==> config.mk <==
export PLATFORM = sky130hd
export DESIGN_NAME = dmem_ctrl
export DESIGN_NICKNAME = d
export VERILOG_FILES = /design/src/rtl/dmem_ctrl.sv
export SDC_FILE = /design/constraint.sdc
export NUM_CORES = 1
export LEC_CHECK = 0
export ABC_AREA = 1
export BUFFER_PORTS_ARGS = -buffer_cell sky130_fd_sc_hd__clkbuf_2
export CAP_MARGIN = 10
export CORE_MARGIN = 4
export CORE_UTILIZATION = 30
export DETAILED_ROUTE_END_ITERATION = 10
export PLACE_DENSITY = 0.52
export SLEW_MARGIN = 20
export SYNTH_ARGS = -nofsm -noshare
export SYNTH_HDL_FRONTEND = slang
export SYNTH_SLANG_ARGS = --single-unit
export TNS_END_PERCENT = 1
==> constraint.sdc <==
create_clock -name clk -period 3.8 [get_ports clk]
set_clock_uncertainty 0.15 [all_clocks]
set_input_delay 0.57 -clock clk [delete_from_list [all_inputs] [get_ports clk]]
set_output_delay 0.57 -clock clk [all_outputs]
set_load 0.05 [all_outputs]
==> src/rtl/dmem_ctrl.sv <==
`default_nettype none
// ============================================================================
// Module   : dmem_ctrl
// Brief    : Memory-stage data-memory controller. Bridges the pipeline M stage
//            to a single-port data RAM over a req/ack handshake: byte enables,
//            lane-replicated store data, sub-word load extraction/extension,
//            pipeline stall, misalignment flag and bus-timeout abort.
// Revision : 1.0 - initial release
// ============================================================================
module dmem_ctrl #(
    parameter int          ADDR_W  = 32,
    parameter int unsigned TIMEOUT = 255
) (
    input  logic              clk,
    input  logic              rst,
    input  logic              memreadM,
    input  logic              memwriteM,
    input  logic [1:0]        sizeM,
    input  logic              signedM,
    input  logic [ADDR_W-1:0] aluoutM,
    input  logic [31:0]       writedataM,
    output logic [31:0]       readdataM,
    output logic              stallM,
    output logic              misalignM,
    output logic              buserrM,
    output logic              mem_req,
    output logic              mem_we,
    output logic [ADDR_W-1:0] mem_addr,
    output logic [3:0]        mem_be,
    output logic [31:0]       mem_wdata,
    input  logic              mem_ack,
    input  logic [31:0]       mem_rdata
);

    // Counter only needs to reach TIMEOUT; a disabled timeout keeps a 1-bit stub.
    localparam int              CNT_W  = (TIMEOUT > 0) ? $clog2(TIMEOUT + 1) : 1;
    localparam logic [CNT_W-1:0] TO_VAL = CNT_W'(TIMEOUT);
    localparam logic             TO_EN  = (TIMEOUT != 0);

    localparam logic [1:0] SZ_BYTE = 2'b00;
    localparam logic [1:0] SZ_HALF = 2'b01;
    localparam logic [1:0] SZ_WORD = 2'b10;

    typedef enum logic [1:0] {
        IDLE = 2'd0,
        REQ  = 2'd1,
        DONE = 2'd2
    } state_t;

    state_t           state;
    logic [CNT_W-1:0] cnt;
    logic [CNT_W-1:0] cnt_inc;
    logic [1:0]       size_q;
    logic             signed_q;
    logic [1:0]       lane_q;
    logic             load_q;

    logic             acc;
    logic             bad;
    logic             start;
    logic [3:0]       be_next;
    logic [31:0]      wdata_next;
    logic [7:0]       byte_sel;
    logic [15:0]      half_sel;
    logic [31:0]      load_ext;

    // Access classification: illegal size or an address not aligned to the size is rejected.
    always_comb begin
        acc       = memreadM | memwriteM;
        bad       = (sizeM == 2'b11)
                  | ((sizeM == SZ_HALF) & aluoutM[0])
                  | ((sizeM == SZ_WORD) & (aluoutM[1:0] != 2'b00));
        start     = acc & ~bad;
        misalignM = acc & bad;
        cnt_inc   = cnt + 1'b1;
    end

    // Stall covers the accepting IDLE cycle and every REQ cycle; forced low while in reset.
    always_comb begin
        stallM = rst & (((state == IDLE) & start) | (state == REQ));
    end

    // Byte enables and lane-replicated store data for the incoming access.
    always_comb begin
        be_next    = 4'b1111;
        wdata_next = writedataM;
        case (sizeM)
            SZ_BYTE: begin
                be_next    = 4'b0001 << aluoutM[1:0];
                wdata_next = {4{writedataM[7:0]}};
            end
            SZ_HALF: begin
                be_next    = aluoutM[1] ? 4'b1100 : 4'b0011;
                wdata_next = {2{writedataM[15:0]}};
            end
            default: begin
                be_next    = 4'b1111;
                wdata_next = writedataM;
            end
        endcase
    end

    // Load lane selection and sign/zero extension using the latched access attributes.
    always_comb begin
        case (lane_q)
            2'd0:    byte_sel = mem_rdata[7:0];
            2'd1:    byte_sel = mem_rdata[15:8];
            2'd2:    byte_sel = mem_rdata[23:16];
            default: byte_sel = mem_rdata[31:24];
        endcase
        half_sel = lane_q[1] ? mem_rdata[31:16] : mem_rdata[15:0];
        case (size_q)
            SZ_BYTE: load_ext = {{24{signed_q & byte_sel[7]}}, byte_sel};
            SZ_HALF: load_ext = {{16{signed_q & half_sel[15]}}, half_sel};
            default: load_ext = mem_rdata;
        endcase
    end

    // Access sequencer: latch the request, wait for ack or timeout, present result for one cycle.
    always_ff @(posedge clk or negedge rst) begin
        if (!rst) begin
            state     <= IDLE;
            cnt       <= '0;
            size_q    <= 2'b00;
            signed_q  <= 1'b0;
            lane_q    <= 2'b00;
            load_q    <= 1'b0;
            readdataM <= 32'h0;
            buserrM   <= 1'b0;
            mem_req   <= 1'b0;
            mem_we    <= 1'b0;
            mem_addr  <= '0;
            mem_be    <= 4'b0000;
            mem_wdata <= 32'h0;
        end else begin
            case (state)
                IDLE: begin
                    buserrM <= 1'b0;
                    if (start) begin
                        mem_req   <= 1'b1;
                        mem_we    <= memwriteM;
                        mem_addr  <= {aluoutM[ADDR_W-1:2], 2'b00};
                        mem_be    <= be_next;
                        mem_wdata <= wdata_next;
                        size_q    <= sizeM;
                        signed_q  <= signedM;
                        lane_q    <= aluoutM[1:0];
                        // A simultaneous read+write is handled as a write.
                        load_q    <= ~memwriteM;
                        cnt       <= '0;
                        state     <= REQ;
                    end else begin
                        readdataM <= 32'h0;
                    end
                end
                REQ: begin
                    if (mem_ack) begin
                        mem_req   <= 1'b0;
                        readdataM <= load_q ? load_ext : 32'h0;
                        state     <= DONE;
                    end else if (TO_EN && (cnt_inc == TO_VAL)) begin
                        mem_req   <= 1'b0;
                        buserrM   <= 1'b1;
                        readdataM <= 32'h0;
                        state     <= DONE;
                    end else begin
                        cnt <= cnt_inc;
                    end
                end
                DONE: begin
                    buserrM <= 1'b0;
                    state   <= IDLE;
                end
                default: begin
                    mem_req <= 1'b0;
                    buserrM <= 1'b0;
                    state   <= IDLE;
                end
            endcase
        end
    end

endmodule
`default_nettype wire

==> flow_metrics.env <==
export IMPL_die_y_um=146
export IMPL_tritoncts="built"
export IMPL_path_class="in2out"
export IMPL_clk_latency_ns=0.42
export IMPL_syn_area_um2=5730
export IMPL_grt_pass1_vias=5530
export IMPL_crit_slowest_cell="clkbuf_2"
export IMPL_power_switching_mw=3.46
export IMPL_hold_path_class="in2async"
export IMPL_required_ns=3.08
export IMPL_hold_buffers=0
export IMPL_design_area_um2=7490
export IMPL_hold_ws_ns=0.0834
export IMPL_dr_pass1_iters=5
export IMPL_status="completed"
export IMPL_post_route_drc_count=0
export IMPL_routed_via_density=4.68
export IMPL_dpl_hpwl_um=12800
export IMPL_peakVddDrop_mv=0.444
export IMPL_relSlewSlack=0.398
export IMPL_min_period_over_period=0.705
export IMPL_clock_fmax_mhz=373
export IMPL_netSwitchingFraction=0.511
export IMPL_worst_pin_slew_ns=0.902
export IMPL_grt_max_degree=118
export IMPL_io_pins=209
export IMPL_worstPathMaxFanout=16
export IMPL_p_comb_frac=0.482
export IMPL_finalHoldViolCount=0
export IMPL_overflow=0
export IMPL_cts_sinks=117
export IMPL_core_area_um2=18800
export IMPL_clkTransAtPathRegs_ns=0.06
export IMPL_vias=5545
export IMPL_fin_crit_ns=2.68
export IMPL_root_buffer="clkbuf_16"
export IMPL_clockBufferDepth=2
export IMPL_die_area_um2=21400
export IMPL_p_int_mw=3.32
export IMPL_rsz0062_at_grt="false"
export IMPL_start_kind="input pin"
export IMPL_routabilityCongestion=0.840
export IMPL_grtUsageTotal=0.169
export IMPL_place_area_um2=6940
export IMPL_finalSetupTns_ns=0
export IMPL_maxSlewViolCount=0
export IMPL_antenna_found_initial=0
export IMPL_numCtsBuffers=17
export IMPL_synth_warnings=0
export IMPL_start_util=0.305
export IMPL_rows=50
export IMPL_setup_viol=0
export IMPL_cp_common_cell="clkbuf_2"
export IMPL_max_stage_delay_ns=0.31
export IMPL_die_x_um=146
export IMPL_post_cts_resized=0
export IMPL_crit_start="sizeM[0]"
export IMPL_nets=1044
export IMPL_powerDensity_nw_per_um2=904
export IMPL_maxCapViolations=0
export IMPL_ys_ff_latch=117
export IMPL_drive_gt1_frac=0.285
export IMPL_cts_htree_levels=4
export IMPL_ys_seq_area_frac=0.511
export IMPL_p_seq_frac=0.293
export IMPL_postCtsSetupBuffers=0
export IMPL_synth_cells=743
export IMPL_endpoint_kind="primary output"
export IMPL_first_iter_violations=346
export IMPL_synth_distinct_cells=36
export IMPL_routed_wl_um=17800
export IMPL_grt_pass1_wl_um=29000
export IMPL_crit_arrival_ns=1.96
export IMPL_regToRegStartpoint="cnt[0]"
export IMPL_port_buffer_count=206
export IMPL_ant_nets=0
export IMPL_pwr_share_clk=0.225
export IMPL_worstPathCellList="clkbuf_2 -> nor2_4 -> o21a_1 -> nand2_4 -> a21boi_0 -> clkbuf_2"
export IMPL_wire_per_inst_um=15.1
export IMPL_synthToLayoutAreaGrowth_pct=30.7
export IMPL_antenna_cells=0
export IMPL_power_leakage_nw=4.17
export IMPL_synth_area_per_cell_um2=7.71
## cell families (layout without fill, tap and decap cells)
kind of cell    count (synthesis)  after routing  synth area share
flops                         117            117             0.511
compound gates                113            113             0.110
buf+inv                        82            289            0.0646
other cells                     1              2          0.000654
xor+xnor                        1              1           0.00153
simple gates                  427            427             0.308
fa+ha+maj                       2              2           0.00437
## layer usage
metal / vias to the layer above / GRT usage / wire length, µm
li1: 2782 / - / -
met1: 2521 / 0.223 / 8100
met2: 220 / 0.254 / 7720
met3: 22 / 0.0646 / 1750
met4: 0 / 0.0574 / 276
met5: - / 0 / 0
## Yosys cell counts (all sizes together)
cell	instances	area share
clkinv	1	0.00065
o22ai	1	0.0022
o221ai	2	0.0031
a21oi	33	0.029
o211ai	14	0.018
conb	1	0.00065
nand3	49	0.044
xor2	1	0.0015
nor2	38	0.028
nand3b	1	0.0013
a211oi	1	0.0013
nand4	10	0.012
clkbuf	22	0.014
nor3	3	0.0026
o21a	2	0.0026
inv	41	0.027
o21ai	57	0.050
dfrtp	117	0.51
o21bai	2	0.0026
or2	12	0.013
a21boi	1	0.0013
buf	18	0.023
nand2	314	0.21
ha	2	0.0044
## worst max-delay path, delay by kind of cell
kind / cells / cell delay (ns)
AOI/OAI and AO/OA: 2 / 0.43
buffers and inverters: 2 / 0.53
and+or+nand+nor: 2 / 0.42
## state kept, by name, indices dropped and copies added (netlist names), 2 cells and up
signal / cells
mem_wdata: 32
mem_be: 4
cnt: 8
readdataM: 32
lane_q: 2
size_q: 2
mem_addr: 30
state: 2
## placed cells by master (no fill, tap or decap), types with 2 or more instances in the layout
| cell type | instances |
|---|---|
| clkbuf_2 | 205 |
| or2_2 | 11 |
| nor2_2 | 2 |
| nand2_1 | 312 |
| inv_2 | 4 |
| o21ai_0 | 55 |
| a21oi_1 | 33 |
| nor2_4 | 2 |
| nand4_1 | 9 |
| nand2_4 | 2 |
| clkbuf_16 | 17 |
| o21ai_1 | 2 |
| nor3_1 | 3 |
| o221ai_1 | 2 |
| conb_1 | 2 |
| clkinvlp_4 | 5 |
| o21a_1 | 2 |
| ha_1 | 2 |
| o211ai_1 | 14 |
| nor2_1 | 34 |
| o21bai_1 | 2 |
| inv_6 | 4 |
| inv_1 | 37 |
| clkinv_2 | 4 |
| buf_4 | 9 |
| dfrtp_1 | 117 |
| nand3_1 | 48 |
## final cells by class
cell class / count / area [µm²]
clock buffers: 17 / 425
fillers: 1968 / 11300
clock inverters: 15 / 131
flip-flops and latches: 117 / 2930
repair buffers: 215 / 1110
well taps: 234 / 293
inverters: 42 / 158
multi-input cells: 545 / 2440
## power by group through the flow
stage / clock network, mW / logic, mW / registers (mW)
6_report: 1.53 / 3.26 / 1.98
5_1_grt: 1.62 / 3.54 / 2.05
4_1_cts: 1.57 / 3.30 / 1.99
3_5_place_dp: 0 / 3.31 / 1.99
3_3_place_gp: 0 / 3.29 / 2.00
2_1_floorplan: 0 / 1.12 / 3.33
## per-stage QoR
step | setup slack (ns) | util | std cells | total power, mW
after floorplan | 0.668 | - | 744 | 4.46
after global placement | 1.11 | 0.370 | 1153 | 5.29
after detailed placement | 1.08 | 0.370 | 1153 | 5.30
after CTS | 1.07 | 0.399 | 1185 | 6.86
after global routing | 0.824 | 0.399 | 1185 | 7.22
final | 1.12 | 0.399 | 1185 | 6.77
## final timing paths
check                      cells after the start             to  slack, ns
max in group asynchronous                      2   mem_addr[24]       2.85
setup / recovery                               6         stallM       1.12
setup reg to reg                               9  readdataM[26]       1.17
hold / removal                                 2         cnt[3]       0.08
min in group clk                               3   mem_addr[12]       0.19
hold reg to reg                                2  readdataM[30]       0.32
Note: power is estimated with default switching activity, not from simulation.
